## config.mk

```make
export PLATFORM = sky130hd
export DESIGN_NAME = fir_filter_serial_mac
export DESIGN_NICKNAME = d
export VERILOG_FILES = /design/src/rtl/fir_filter_pkg.sv /design/src/rtl/fir_filter_mac_unit.sv /design/src/rtl/fir_filter_serial_mac.sv
export SDC_FILE = /design/constraint.sdc
export NUM_CORES = 2
export LEC_CHECK = 0
export ABC_AREA = 1
export CORE_UTILIZATION = 31
export CTS_BUF_LIST = sky130_fd_sc_hd__clkbuf_4
export DETAILED_ROUTE_END_ITERATION = 6
export HOLD_SLACK_MARGIN = 0.08
export MAX_ROUTING_LAYER = met4
export SETUP_SLACK_MARGIN = 0.5
export SYNTH_ARGS = -nofsm -noshare
export SYNTH_HDL_FRONTEND = slang
export SYNTH_HIERARCHICAL = 1
export SYNTH_SLANG_ARGS = --single-unit
```

## constraint.sdc

```tcl
create_clock -name clk -period 7.1 [get_ports clk]
set_input_delay 1.42 -clock clk [delete_from_list [all_inputs] [get_ports clk]]
set_output_delay 1.42 -clock clk [all_outputs]
set_load 0.01 [all_outputs]
```

## src/rtl/fir_filter_pkg.sv

```systemverilog
// Shared definitions for the FIR filter family: the MAC sequencer state type
// and the full-precision result width used by the serial and parallel variants.
package fir_filter_pkg;

   typedef enum logic [1:0] {
      IDLE  = 2'd0,
      MULT  = 2'd1,
      DRAIN = 2'd2
   } fir_state_e;

   // Sum of taps_num products of data_width x coef_width signed operands
   // never overflows this width.
   function automatic int fir_out_width(input int data_width,
                                        input int coef_width,
                                        input int taps_num);
      return data_width + coef_width + $clog2(taps_num);
   endfunction

endpackage

```

## src/rtl/fir_filter_mac_unit.sv

```systemverilog
// Registered signed multiplier, clearable accumulator and final output adder
// for the time-multiplexed FIR dot product.
module fir_filter_mac_unit #(
   parameter int DataWidth = 16,
   parameter int CoefWidth = 16,
   parameter int OutWidth  = 36
) (
   input  logic                 clk,
   input  logic                 rst,
   input  logic                 clr,
   input  logic                 mul_en,
   input  logic                 acc_en,
   input  logic                 out_en,
   input  logic [DataWidth-1:0] sample,
   input  logic [CoefWidth-1:0] coef,
   output logic [OutWidth-1:0]  dout
);

   localparam int ProdWidth = DataWidth + CoefWidth;

   logic signed [ProdWidth-1:0] sample_ext;
   logic signed [ProdWidth-1:0] coef_ext;
   logic signed [ProdWidth-1:0] prod;
   logic signed [OutWidth-1:0]  prod_ext;
   logic signed [OutWidth-1:0]  acc;

   assign sample_ext = {{CoefWidth{sample[DataWidth-1]}}, sample};
   assign coef_ext   = {{DataWidth{coef[CoefWidth-1]}}, coef};
   assign prod_ext   = OutWidth'(prod);

   // Multiplier and adder each terminate in a register, so they never chain.
   always_ff @(posedge clk or posedge rst) begin
      if (rst) begin
         prod <= '0;
         acc  <= '0;
         dout <= '0;
      end else begin
         if (mul_en) begin
            prod <= sample_ext * coef_ext;
         end
         if (clr) begin
            acc <= '0;
         end else if (acc_en) begin
            acc <= acc + prod_ext;
         end
         if (out_en) begin
            dout <= acc + prod_ext;
         end
      end
   end

endmodule

```

## src/rtl/fir_filter_serial_mac.sv

```systemverilog
// Serial multiply-accumulate FIR stage: snapshots the tap vector on accept and
// produces the full-precision dot product one tap per clock through one multiplier.
module fir_filter_serial_mac
   import fir_filter_pkg::*;
#(
   parameter  int DataWidth = 16,
   parameter  int CoefWidth = 16,
   parameter  int TapsNum   = 10,
   localparam int OutWidth  = fir_out_width(DataWidth, CoefWidth, TapsNum)
) (
   input  logic                                clk,
   input  logic                                rst,
   input  logic                                in_valid,
   output logic                                ready,
   input  logic [0:TapsNum-1][DataWidth-1:0]   taps,
   input  logic [0:TapsNum-1][CoefWidth-1:0]   coefs,
   output logic                                out_valid,
   output logic [OutWidth-1:0]                 dout
);

   localparam int                KWidth = (TapsNum > 1) ? $clog2(TapsNum) : 1;
   localparam logic [KWidth-1:0] KLast  = KWidth'(TapsNum - 1);

   fir_state_e                        state;
   fir_state_e                        state_nxt;
   logic [KWidth-1:0]                 k;
   logic [0:TapsNum-1][DataWidth-1:0] snap;
   logic                              accept;
   logic                              mul_en;
   logic                              acc_en;
   logic                              out_en;
   logic [DataWidth-1:0]              tap_sel;
   logic [CoefWidth-1:0]              coef_sel;

   assign accept   = in_valid & ready;
   assign tap_sel  = snap[k];
   assign coef_sel = coefs[k];

   // The first MULT edge only loads the product; accumulation starts one edge
   // later and the last product is folded in by the output adder in DRAIN.
   always_comb begin
      state_nxt = state;
      ready     = 1'b0;
      mul_en    = 1'b0;
      acc_en    = 1'b0;
      out_en    = 1'b0;
      unique case (state)
         IDLE: begin
            ready = 1'b1;
            if (in_valid) begin
               state_nxt = MULT;
            end
         end
         MULT: begin
            mul_en = 1'b1;
            acc_en = (k != '0);
            if (k == KLast) begin
               state_nxt = DRAIN;
            end
         end
         DRAIN: begin
            out_en    = 1'b1;
            state_nxt = IDLE;
         end
         default: begin
            state_nxt = IDLE;
         end
      endcase
   end

   always_ff @(posedge clk or posedge rst) begin
      if (rst) begin
         state     <= IDLE;
         k         <= '0;
         snap      <= '0;
         out_valid <= 1'b0;
      end else begin
         state     <= state_nxt;
         out_valid <= out_en;
         if (accept) begin
            snap <= taps;
            k    <= '0;
         end else if (mul_en) begin
            k <= k + KWidth'(1);
         end
      end
   end

   fir_filter_mac_unit #(
      .DataWidth (DataWidth),
      .CoefWidth (CoefWidth),
      .OutWidth  (OutWidth)
   ) u_mac (
      .clk    (clk),
      .rst    (rst),
      .clr    (accept),
      .mul_en (mul_en),
      .acc_en (acc_en),
      .out_en (out_en),
      .sample (tap_sel),
      .coef   (coef_sel),
      .dout   (dout)
   );

endmodule

```

==> results.yml <==
synth:
  synth_ff_type: "dfrtp_1"
  yosys.area.top_type_share: 0.2464
  synth_largest_area_cell: "dfrtp_1"
  syn_area_um2: 27520
  seq_area_frac_synth: 0.2464
  synthArstFlopShare: 1.000
  ys_seq_elements: 271
  ys_types: 42
  ys_top_cells_by_area: "dfrtp_1 25%, nand2_1 20%, fa_1 19%"
  synth_fp_nets: 4666
  synth_edf_count: 0
  avgSynthCellArea_um2: 6.949
  syn_inst: 3960
  synth_warnings: 6
cts:
  cts.sinks: 271
  cts_tree: "done"
  clock_latency_ns: 0.90
  cts_inserted_buffers: 81
  path_clk_slew_ns: 0.06
  cts-root-buf: "clkbuf_4"
  htreeDepth: 3
  clock_path_buffers: 3
  ctsHoldBuffers: 0
grt:
  grt_start_max_net_pins: 237
  gr-usage-all-layers: 0.2161
  antenna_found_initial: 14
  grt_pass1_vias: 26000
  grt_overflow_total: 0
  grt_pass1_wl_mm: 146.7
worst_hold_path:
  hold_path_class: "flop to flop"
setup_path:
  critPathLaunchType: "primary input"
  cpPeakStageDelay_ns: 0.52
  arrival_ns: 7.25
  cp_max_fo: 7
  crit_end: "u_mac/prod[26]"
  rrSetupSlack_ns: 0.67
  r2r_end: "u_mac/prod[17]"
  path_class: "primary input to flop"
  cpMaxStageDelayCell: "fa_1"
  cp_common_cell: "fa_1"
  r2r-start: "k[1]"
  r2r_cells: 29
  startpoint: "coefs[111]"
  cp-end-kind: "flop"
  required_ns: 7.88
sta:
  rsz0062_at_grt: "true"
  hold_viol_final: 0
  finalSetupTns_ns: 0
  finalSetupViolCount: 0
  maxSlewHeadroom: 0.2871
  finalCritPeriodShare: 0.9115
  maxSlewViolCount: 0
  worstMarginPinSlew_ns: 1.063
  whs_ns: 0.4777
  period_needed_ns: 6.472
  clock_skew_ns: 0.1038
  fmax_ghz: 0.1545
run:
  max_cap_viol_count: 0
route:
  vias: 26320
  ant_nets: 0
  drtPass1Iterations: 6
  drt_iter0_drc: 1940
  avgRoutedWirePerCell_um: 16.76
  wl_mm: 95.07
  remaining_drc_errors: 0
  vias_per_cell: 4.640
floorplanning:
  num_rows: 108
  io_pins: 361
  start_util: 0.3152
  die_y_um: 299.9
  die_w_um: 299.9
  core_area_um2: 87290
  die-area_um2: 89970
placed_design:
  dp.cells: 5495
  globalplace.congestion: 0.9572
  dp_hpwl_mm: 74.25
  io_buffers: 360
finish:
  fin_cells: 5672
  layout.nets: 5159
  fillers: 9244
  layout_commonest_cell: "nand2_1"
  final_cell_mix: "1444 x nand2_1, 824 x inv_1, 360 x clkdlybuf4s50_1"
  syn_to_final_growth_pct: 29.78
  drive_above_1_share: 0.1242
run_status:
  status: "completed"
cell usage after synthesis (2+ instances only):
| library cell | count |
|---|---|
| inv_2 | 11 |
| ha_1 | 120 |
| nand3_2 | 5 |
| or2_2 | 7 |
| buf_6 | 21 |
| buf_8 | 2 |
| fa_1 | 263 |
| nand2_1 | 1486 |
| nand3_1 | 279 |
| o21ai_0 | 167 |
| dfrtp_1 | 271 |
| o21ai_1 | 22 |
| buf_2 | 45 |
| nand2_2 | 18 |
| nor3_2 | 11 |
| xor2_1 | 9 |
| a21oi_2 | 6 |
| a31oi_1 | 5 |
| nor2_4 | 3 |
| or2_1 | 3 |
| buf_1 | 2 |
| nand3b_1 | 19 |
| a21o_1 | 4 |
| nand4_1 | 23 |
| inv_1 | 834 |
| nand2_4 | 3 |
| xnor2_1 | 19 |
| o31ai_1 | 2 |
| buf_4 | 5 |
| clkbuf_1 | 93 |
| o21bai_1 | 9 |
| nor3_1 | 9 |
| nor2_1 | 108 |
| a21oi_1 | 53 |
| nor2_2 | 16 |
metrics by stage:
stage | worst slack, ns | cell area, µm² | utilization
detailed placement | -0.6869 | 33420 | 0.3828
floorplan | 0.5018 | 27570 | -
finish | 0.6283 | 35710 | 0.4091
global placement | -0.7279 | 33420 | 0.3828
global route | 0.4173 | 35710 | 0.4091
CTS | 0.5018 | 34580 | 0.3962
timing repair:
| action | in CTS | in global routing |
|---|---|---|
| pin swaps | 0 | 53 |
| resized for setup | 23 | 184 |
| endpoints found under the setup margin | 20 | 21 |
| gates cloned | 2 | 6 |
| buffers inserted | 1 | 21 |
worst min-delay path by stage:
stage	startpoint	to	slack, ns	depth (start not counted)
6_report	u_mac/dout[28]	u_mac/dout[28]	0.48	2
5_1_grt	snap[22]	snap[22]	0.49	2
4_1_cts	snap[3]	snap[3]	0.48	2
3_5_place_dp	snap[3]	snap[3]	0.47	2
3_3_place_gp	snap[11]	snap[11]	0.46	2
2_1_floorplan	u_mac/prod[2]	u_mac/prod[2]	0.45	2
state kept, by name, summed over array words and instances (netlist names):
register and cells:
k 4, out_valid 1, snap 160, state 2, u_mac/acc 36, u_mac/dout 36
u_mac/prod 32
critical path: cells and delay by family:
kind	cells	cell delay [ns]
fa+ha+maj	7	3.11
simple gates	13	1.38
buf+inv	9	1.30
logic make-up after synthesis:
kind of cell,count (synthesis),share of synthesized area
flip-flops,271,0.2464
buffers and inverters,1015,0.1478
XOR/XNOR,28,0.008912
AND/OR/NAND/NOR,1993,0.2992
adder cells (fa/ha/maj),383,0.2459
AO/OA/AOI/OAI,270,0.05174
area by class of cell:
type | instances | area, µm² | share of cell area
antenna | 15 | 37.54 | 0.001051
clock buffer | 113 | 848.3 | 0.02375
clock inverter | 19 | 145.1 | 0.004064
inverter | 847 | 3226 | 0.09032
multi-input combinational | 2674 | 17400 | 0.4872
sequential | 271 | 6789 | 0.1901
tap | 1155 | 1445 | 0.04046
timing repair buffer | 578 | 5823 | 0.1630
routing by layer:
| layer | GRT usage | part of all wire |
|---|---|---|
| met1 | 0.2853 | 0.45 |
| met2 | 0.3448 | 0.47 |
| met3 | 0.03259 | 0.060 |
| met4 | 0.05685 | 0.023 |
| met5 | - | 0 |
Power is not shown: default switching activity piles up to over one toggle a cycle in this logic, so the estimate is an artifact.
